===== config.mk =====
export PLATFORM = sky130hd
export DESIGN_NAME = spi_in_sync
export DESIGN_NICKNAME = d
export VERILOG_FILES = /design/src/rtl/spi_in_sync.sv
export SDC_FILE = /design/constraint.sdc
export NUM_CORES = 1
export LEC_CHECK = 0
export ABC_AREA = 1
export CAP_MARGIN = 0
export CORE_AREA = 3 3 40 42
export CTS_BUF_LIST = sky130_fd_sc_hd__clkbuf_2 sky130_fd_sc_hd__clkbuf_4 sky130_fd_sc_hd__clkbuf_8
export CTS_CLUSTER_SIZE = 16
export DETAILED_ROUTE_END_ITERATION = 10
export DIE_AREA = 0 0 43 45
export SYNTH_ARGS = -nofsm -noshare
export SYNTH_HDL_FRONTEND = slang
export SYNTH_SLANG_ARGS = --single-unit

===== constraint.sdc =====
create_clock -name clk -period 0.8 [get_ports clk]
set_input_delay 0.08 -clock clk [delete_from_list [all_inputs] [get_ports clk]]
set_output_delay 0.08 -clock clk [all_outputs]
set_load 0.02 [all_outputs]

===== src/rtl/spi_in_sync.sv =====
// -----------------------------------------------------------------------------
// spi_in_sync
// Two-flop synchronizer for an asynchronous SPI pin with registered edge pulses.
//   clk   in  system clock
//   reset in  synchronous, active-high
//   din   in  asynchronous pin
//   dout  out synchronized level (second flop)
//   rise  out one-cycle pulse, high in the same cycle dout first shows 1
//   fall  out one-cycle pulse, high in the same cycle dout first shows 0
// -----------------------------------------------------------------------------
module spi_in_sync #(
    parameter logic RESET_VAL = 1'b0
) (
    input  logic clk,
    input  logic reset,
    input  logic din,
    output logic dout,
    output logic rise,
    output logic fall
);

    logic s1;
    logic s2;
    logic vld1;
    logic vld2;

    // Pulses are computed from s1 versus s2 so that they line up with the
    // cycle in which s2 takes the new value. vld1/vld2 hold the pulses off
    // until both flops carry real pin samples, so a pin already at its
    // active level when reset is released does not produce a false edge.
    always_ff @(posedge clk) begin
        if (reset) begin
            s1   <= RESET_VAL;
            s2   <= RESET_VAL;
            vld1 <= 1'b0;
            vld2 <= 1'b0;
            rise <= 1'b0;
            fall <= 1'b0;
        end else begin
            s1   <= din;
            s2   <= s1;
            vld1 <= 1'b1;
            vld2 <= vld1;
            rise <= vld2 & s1 & ~s2;
            fall <= vld2 & ~s1 & s2;
        end
    end

    assign dout = s2;

endmodule


==> out/qor.csv, run 1 <==
stage,metric,value,unit
clocking,CTS Root Cell,clkbuf_4,
critical_path,Crit path largest cell delay,310,ps
timing,hold slack,353,ps
floorplan,Starting Density,13.8,%
critical_path,"Max FO, Critical Path",2,
clocking,CTS Sinks,6,
synthesis,cell count after synthesis,20,
timing,final worst-path cycle share,94.9,%
drt,DR pass1 iterations,2,
drt,Total Wirelength,259,µm
drt,met1 WL,107,µm
synthesis,xor/xnor share of the synthesized area,0,%
power_and_ir_drop,switching share of total power,20.3,%
floorplan,Die H,45,µm
timing,Fin Clk Skew,1.88,ps
critical_path,crit path cell chain,buf_6,
drt,First DRT Iteration DRCs,4,
grt,largest net degree at the start of global routing,4,
timing,highest clock rate,1.32,GHz
synthesis,Syn Std Cell Area,178,µm²
layout,nets,34,
layout,synthesis-to-finish area growth,57.0,%
power_and_ir_drop,total power,632,µW
min_path,HP Class,in2reg,
critical_path,WP data required,720,ps
floorplan,Die ar.,1940,µm²
drt,Routed Antenna Nets,0,
synthesis,register area share after synthesis,67.6,%
floorplan,core area,1280,µm²
placed_design,I/O Buffers,5,
critical_path,Worst Path Arrival,680,ps
drt,Via density,3.11,
synthesis,syn nets,23,
clocking,clk slew on worst S/H paths,40,ps
placed_design,Placer Congestion,0.598,
grt,initial antenna violation count,0,
floorplan,num ports,6,
power_and_ir_drop,Sw Pwr,128,µW
synthesis,Yosys reg bits,6,
timing,Final min period,759,ps
drt,max layer used,met3,
timing,Max-slew headroom,92.1,%
timing,RSZ-0062 raised after global routing,false,
power_and_ir_drop,leakage power,0.137,nW
clocking,H-tree Lvls,1,
synthesis,simple-gate share of the synthesized area,19.7,%
critical_path,slowest CP cell,dfxtp_2,
grt,vias in the first global route,133,
timing,Worst Tran Pin Value,118,ps
power_and_ir_drop,Sequential Power Share,50.2,%
synthesis,Ys Warns,0,
power_and_ir_drop,Logic pwr share,6.4,%
drt,via count,137,
critical_path,Critical Path End Type,output pin,
layout,Filler cells,138,
power_and_ir_drop,Pint,504,µW
clocking,Num CTS Buffers,3,
grt,grt ovf,0,
layout,# diodes,0,
clocking,clk buf depth,2,
grt,overall global routing resource usage,4.34,%
critical_path,type of origin of the critical path,register,
synthesis,mux share of post-synthesis cell area,0,%
drt,wire length on met2,91,µm
drt,WL met3,61,µm
grt,first-pass GRT wire length,510,µm
synthesis,Mean Syn Cell Area,8.88,µm²
job,Max Cap Viol,0,
synthesis,Post-Synth Adder-Cell Area,0,%
synthesis,largest family of logic cells by synthesized area,simple AND/OR/NAND/NOR gates,
timing,Final Hold Viols,0,
critical_path,cell family with most CP delay,flip-flops,
clocking,CTS tree,done,
placed_design,final HPWL from detailed placement,182,µm
synthesis,Synth Area in Compound Gates,0,%
timing,"Slew Viols, Final",0,
power_and_ir_drop,Clk pwr share,43.4,%
floorplan,Die Wd,43,µm
drt,routed length per instance,5.89,µm
outcome,outcome,completed,
critical_path,CP Class,reg2out,
drt,drc violations,0,
timing,final setup fails,0,
power_and_ir_drop,power per cell area,2260,nW/µm²
floorplan,# rows,13,
layout,layout cells sized above 1,41.4,%
critical_path,CP Buf/Inv Count,1,
synthesis,unique cell type count in the Yosys netlist,7,
clocking,worst-skew pair later-pin latency,240,ps
power_and_ir_drop,maximum vdd drop,0.787,mV
## power groups by stage
stage          sequential (mW)  clock (mW)  combinational (mW)
2_1_floorplan            0.325           0              0.0139
3_3_place_gp             0.321           0              0.0398
3_5_place_dp             0.321           0              0.0403
4_1_cts                  0.316       0.288              0.0388
5_1_grt                  0.318       0.318              0.0461
6_report                 0.317       0.274              0.0405
## placed cells by master (no fill, tap or decap), types with 2 or more instances in the layout
cell type	instances
inv_1	5
dfxtp_1	4
nand2_1	3
nor2_1	3
clkbuf_4	3
dfxtp_2	2
clkdlybuf4s50_1	2
buf_6	2
buf_4	2
## synth_stat cells
| library cell | instances | area, µm² |
|---|---|---|
| inv_2 | 1 | 3.75 |
| dfxtp_1 | 6 | 120 |
| inv_1 | 5 | 18.8 |
| nand2_2 | 1 | 6.26 |
| nand2_1 | 3 | 11.3 |
| nor2_2 | 1 | 6.26 |
| nor2_1 | 3 | 11.3 |
## repair_timing
item | in CTS | in global routing
resized for setup | 13 | 6
buffers inserted | 0 | 0
pin swaps | 0 | 0
hold buffers | 0 | 0
setup endpoints to repair | 3 | 3
## layout make-up
class | instances | area, µm² | area share (%)
multi-input combinational | 8 | 35.0 | 12.6
sequential | 6 | 123 | 43.9
clock buffer | 3 | 22.5 | 8.07
tap | 15 | 18.8 | 6.73
inverter | 6 | 22.5 | 8.07
timing repair buffer | 6 | 57.6 | 20.6
## routing by layer
| metal | up-vias | GRT usage [%] |
|---|---|---|
| met5 | - | 0 |
| met4 | 0 | 3.61 |
| met3 | 0 | 6.37 |
| met2 | 10 | 5.09 |
| met1 | 54 | 3.16 |
| li1 | 73 | - |
## flip-flops by register name, summed over array words and instances (netlist names)
| name | cells |
|---|---|
| s1 | 1 |
| fall | 1 |
| rise | 1 |
| vld1 | 1 |
| vld2 | 1 |
| dout | 1 |
## final timing paths
check                                startpoint         endpoint  slack, ps  depth (start not counted)
worst max-delay path            dout$_SDFF_PP0_             dout         40                          1
worst min register to register     vld1$_DFF_P_  vld2$_SDFF_PP0_        410                          2
worst max register to register  dout$_SDFF_PP0_  rise$_SDFF_PP0_        140                          4
worst min-delay path                        din    s1$_SDFF_PP0_        350                          3
## kinds of logic after synthesis
kind of cell / count (synthesis)
buffers and inverters: 6
and+or+nand+nor: 8
DFF: 6
## stage by stage
step                      cell area (µm²)  cells  setup WS (ps)  setup TNS, ps  utilization, %
after floorplan                       178     20            105              0               -
after global placement                254     41           -176           -681            19.8
final                                 279     44           41.0              0            21.7
after detailed placement              254     41           -181           -704            19.8
after CTS                             264     44           5.82              0            20.5
after global routing                  279     44           5.43              0            21.7
No activity file was read; power rests on OpenSTA's default activity.
==> inputs of run 2 (changes only) <==
--- a/config.mk
+++ b/config.mk
@@ -8,7 +8,6 @@
 export ABC_AREA = 1
 export CAP_MARGIN = 0
 export CORE_AREA = 3 3 40 42
-export CTS_BUF_LIST = sky130_fd_sc_hd__clkbuf_2 sky130_fd_sc_hd__clkbuf_4 sky130_fd_sc_hd__clkbuf_8
 export CTS_CLUSTER_SIZE = 16
 export DETAILED_ROUTE_END_ITERATION = 10
 export DIE_AREA = 0 0 43 45
==> constraint.sdc (replaced) <==
create_clock -name clk -period 0.98 [get_ports clk]
set_input_delay 0.098 -clock clk [delete_from_list [all_inputs] [get_ports clk]]
set_output_delay 0.098 -clock clk [all_outputs]
set_load 0.02 [all_outputs]
==> out/qor.csv, run 2 (synthesis gave the netlist of run 1 again) <==
stage,metric,value,unit,change
outcome,outcome,completed,,
drt,First DRT Iteration DRCs,5,,+1
layout,# diodes,0,,unchanged
critical_path,crit path cell chain,clkdlybuf4s15_1,,
critical_path,slowest CP cell,dfxtp_1,,
timing,Fin Clk Skew,1.79,ps,-0.0948 ps
min_path,HP Class,in2reg,,
critical_path,CP Buf/Inv Count,1,,unchanged
timing,Final min period,929,ps,
critical_path,WP data required,880,ps,+160 ps
floorplan,Die H,45,µm,unchanged
floorplan,Die Wd,43,µm,unchanged
grt,largest net degree at the start of global routing,4,,unchanged
grt,overall global routing resource usage,4.34,%,unchanged
power_and_ir_drop,maximum vdd drop,0.638,mV,-19%
placed_design,placed cell area,254,µm²,unchanged
drt,Routed Antenna Nets,0,,unchanged
placed_design,Placer Congestion,0.598,,unchanged
clocking,postcts setup bufs,0,,unchanged
critical_path,CP Class,reg2out,,
clocking,CTS Root Cell,clkbuf_4,,
timing,final setup fails,0,,unchanged
critical_path,type of origin of the critical path,register,,
critical_path,Crit path largest cell delay,300,ps,about the same
layout,"commonest non-fill, non-tap cell in the layout",dfxtp_1,,
critical_path,cell family with most CP delay,flip-flops,,
drt,Total Wirelength,259,µm,unchanged
drt,drc violations,0,,unchanged
power_and_ir_drop,total power,512,µW,-19%
clocking,clk slew on worst S/H paths,40,ps,about the same
critical_path,Critical Path End Type,output pin,,
layout,most frequent cells in the layout,"dfxtp_1 (6), inv_1 (5), nand2_1 (3), nor2_1 (3), clkbuf_4 (3)",,
layout,layout cells sized above 1,31.0,%,-10 points
grt,first-pass GRT wire length,510,µm,unchanged
grt,vias in the first global route,133,,unchanged
placed_design,dpl ws,-19.3,ps,+162 ps
layout,Finished Cell Area,267,µm²,-4.5%
layout,post-layout util,20.7,%,-0.97 points
clocking,cts hold-fix bufs,0,,unchanged
job,Max Cap Viol,0,,unchanged
clocking,CTS Sinks,6,,unchanged
drt,via count,138,,+0.73%
timing,Final Hold Viols,0,,unchanged
timing,setup_tns,0,ps,unchanged
clocking,H-tree Lvls,1,,unchanged
floorplan,core area,1280,µm²,unchanged
clocking,clk buf depth,2,,unchanged
timing,Worst Tran Pin Value,205,ps,+86.9 ps
timing,Max-slew headroom,86.4,%,-5.7 points
timing,"Slew Viols, Final",0,,unchanged
timing,RSZ-0062 raised after global routing,false,,
grt,grt ovf,0,,unchanged
drt,Via density,3.14,,+0.73%
floorplan,num ports,6,,unchanged
grt,initial antenna violation count,0,,unchanged
critical_path,"Max FO, Critical Path",1,,-1
power_and_ir_drop,leakage power,0.132,nW,-3.6%
clocking,worst-skew pair later-pin latency,240,ps,about the same
clocking,CTS-repair resized insts,4,,-9
floorplan,Starting Density,13.8,%,unchanged
timing,final worst-path cycle share,94.8,%,
layout,nets,34,,unchanged
layout,synthesis-to-finish area growth,50.0,%,
clocking,CTS tree,done,,
timing,highest clock rate,1.08,GHz,
drt,DR pass1 iterations,2,,unchanged
floorplan,# rows,13,,unchanged
placed_design,final HPWL from detailed placement,182,µm,unchanged
floorplan,Die ar.,1940,µm²,unchanged
timing,setup ws final,51.4,ps,+10.4 ps
drt,routed length per instance,5.89,µm,unchanged
critical_path,Worst Path Arrival,830,ps,+150 ps
power_and_ir_drop,power per cell area,1920,nW/µm²,-15%
placed_design,I/O Buffers,5,,unchanged
clocking,Num CTS Buffers,3,,unchanged
[run 2: cell count changes in the layout (fill, tap and decap cells not counted), sizes merged]
cell | previous run | this run
clkdlybuf4s15 | 0 | 1
clkbuf | 3 | 5
buf | 4 | 1
[run 2: worst paths after layout]
path / startpoint / end / slack [ps] / cells past startpoint
setup / recovery: fall$_SDFF_PP0_ / fall / 50 / 1
hold / removal: din / s1$_SDFF_PP0_ / 370 / 3
setup reg to reg: dout$_SDFF_PP0_ / rise$_SDFF_PP0_ / 330 / 4
hold reg to reg: vld1$_DFF_P_ / vld2$_SDFF_PP0_ / 410 / 2
[run 2: through the flow]
step           instances  hold slack (ps)
6_report              44              372
5_1_grt               44              378
2_1_floorplan         20              169
3_5_place_dp          41              397
3_3_place_gp          41              395
4_1_cts               44              368
[run 2: report_power, final]
group	switching, mW	internal [mW]	total (mW)
Combinational	0.0147	0.0156	0.0303
Sequential	0.00384	0.254	0.258
Clock	0.0851	0.138	0.223
Total	0.104	0.408	0.512
[run 2: final cells by class]
type                       instances  area [µm²]
timing repair buffer               6        47.5
clock buffer                       3        22.5
multi-input combinational          8        35.0
sequential                         6         120
fill                             142        1020
tap                               15        18.8
inverter                           6        22.5
[run 2: routing by layer]
layer  GRT usage (%)  routed length, µm  share of wire [%]  vias to the layer above
li1                -                  -                  -                       74
met1            3.16                103                 40                       54
met2            5.09                 91                 35                       10
met3            6.37                 64                 25                        0
met4            3.61                  0                  0                        0
met5               0                  0                  0                        -
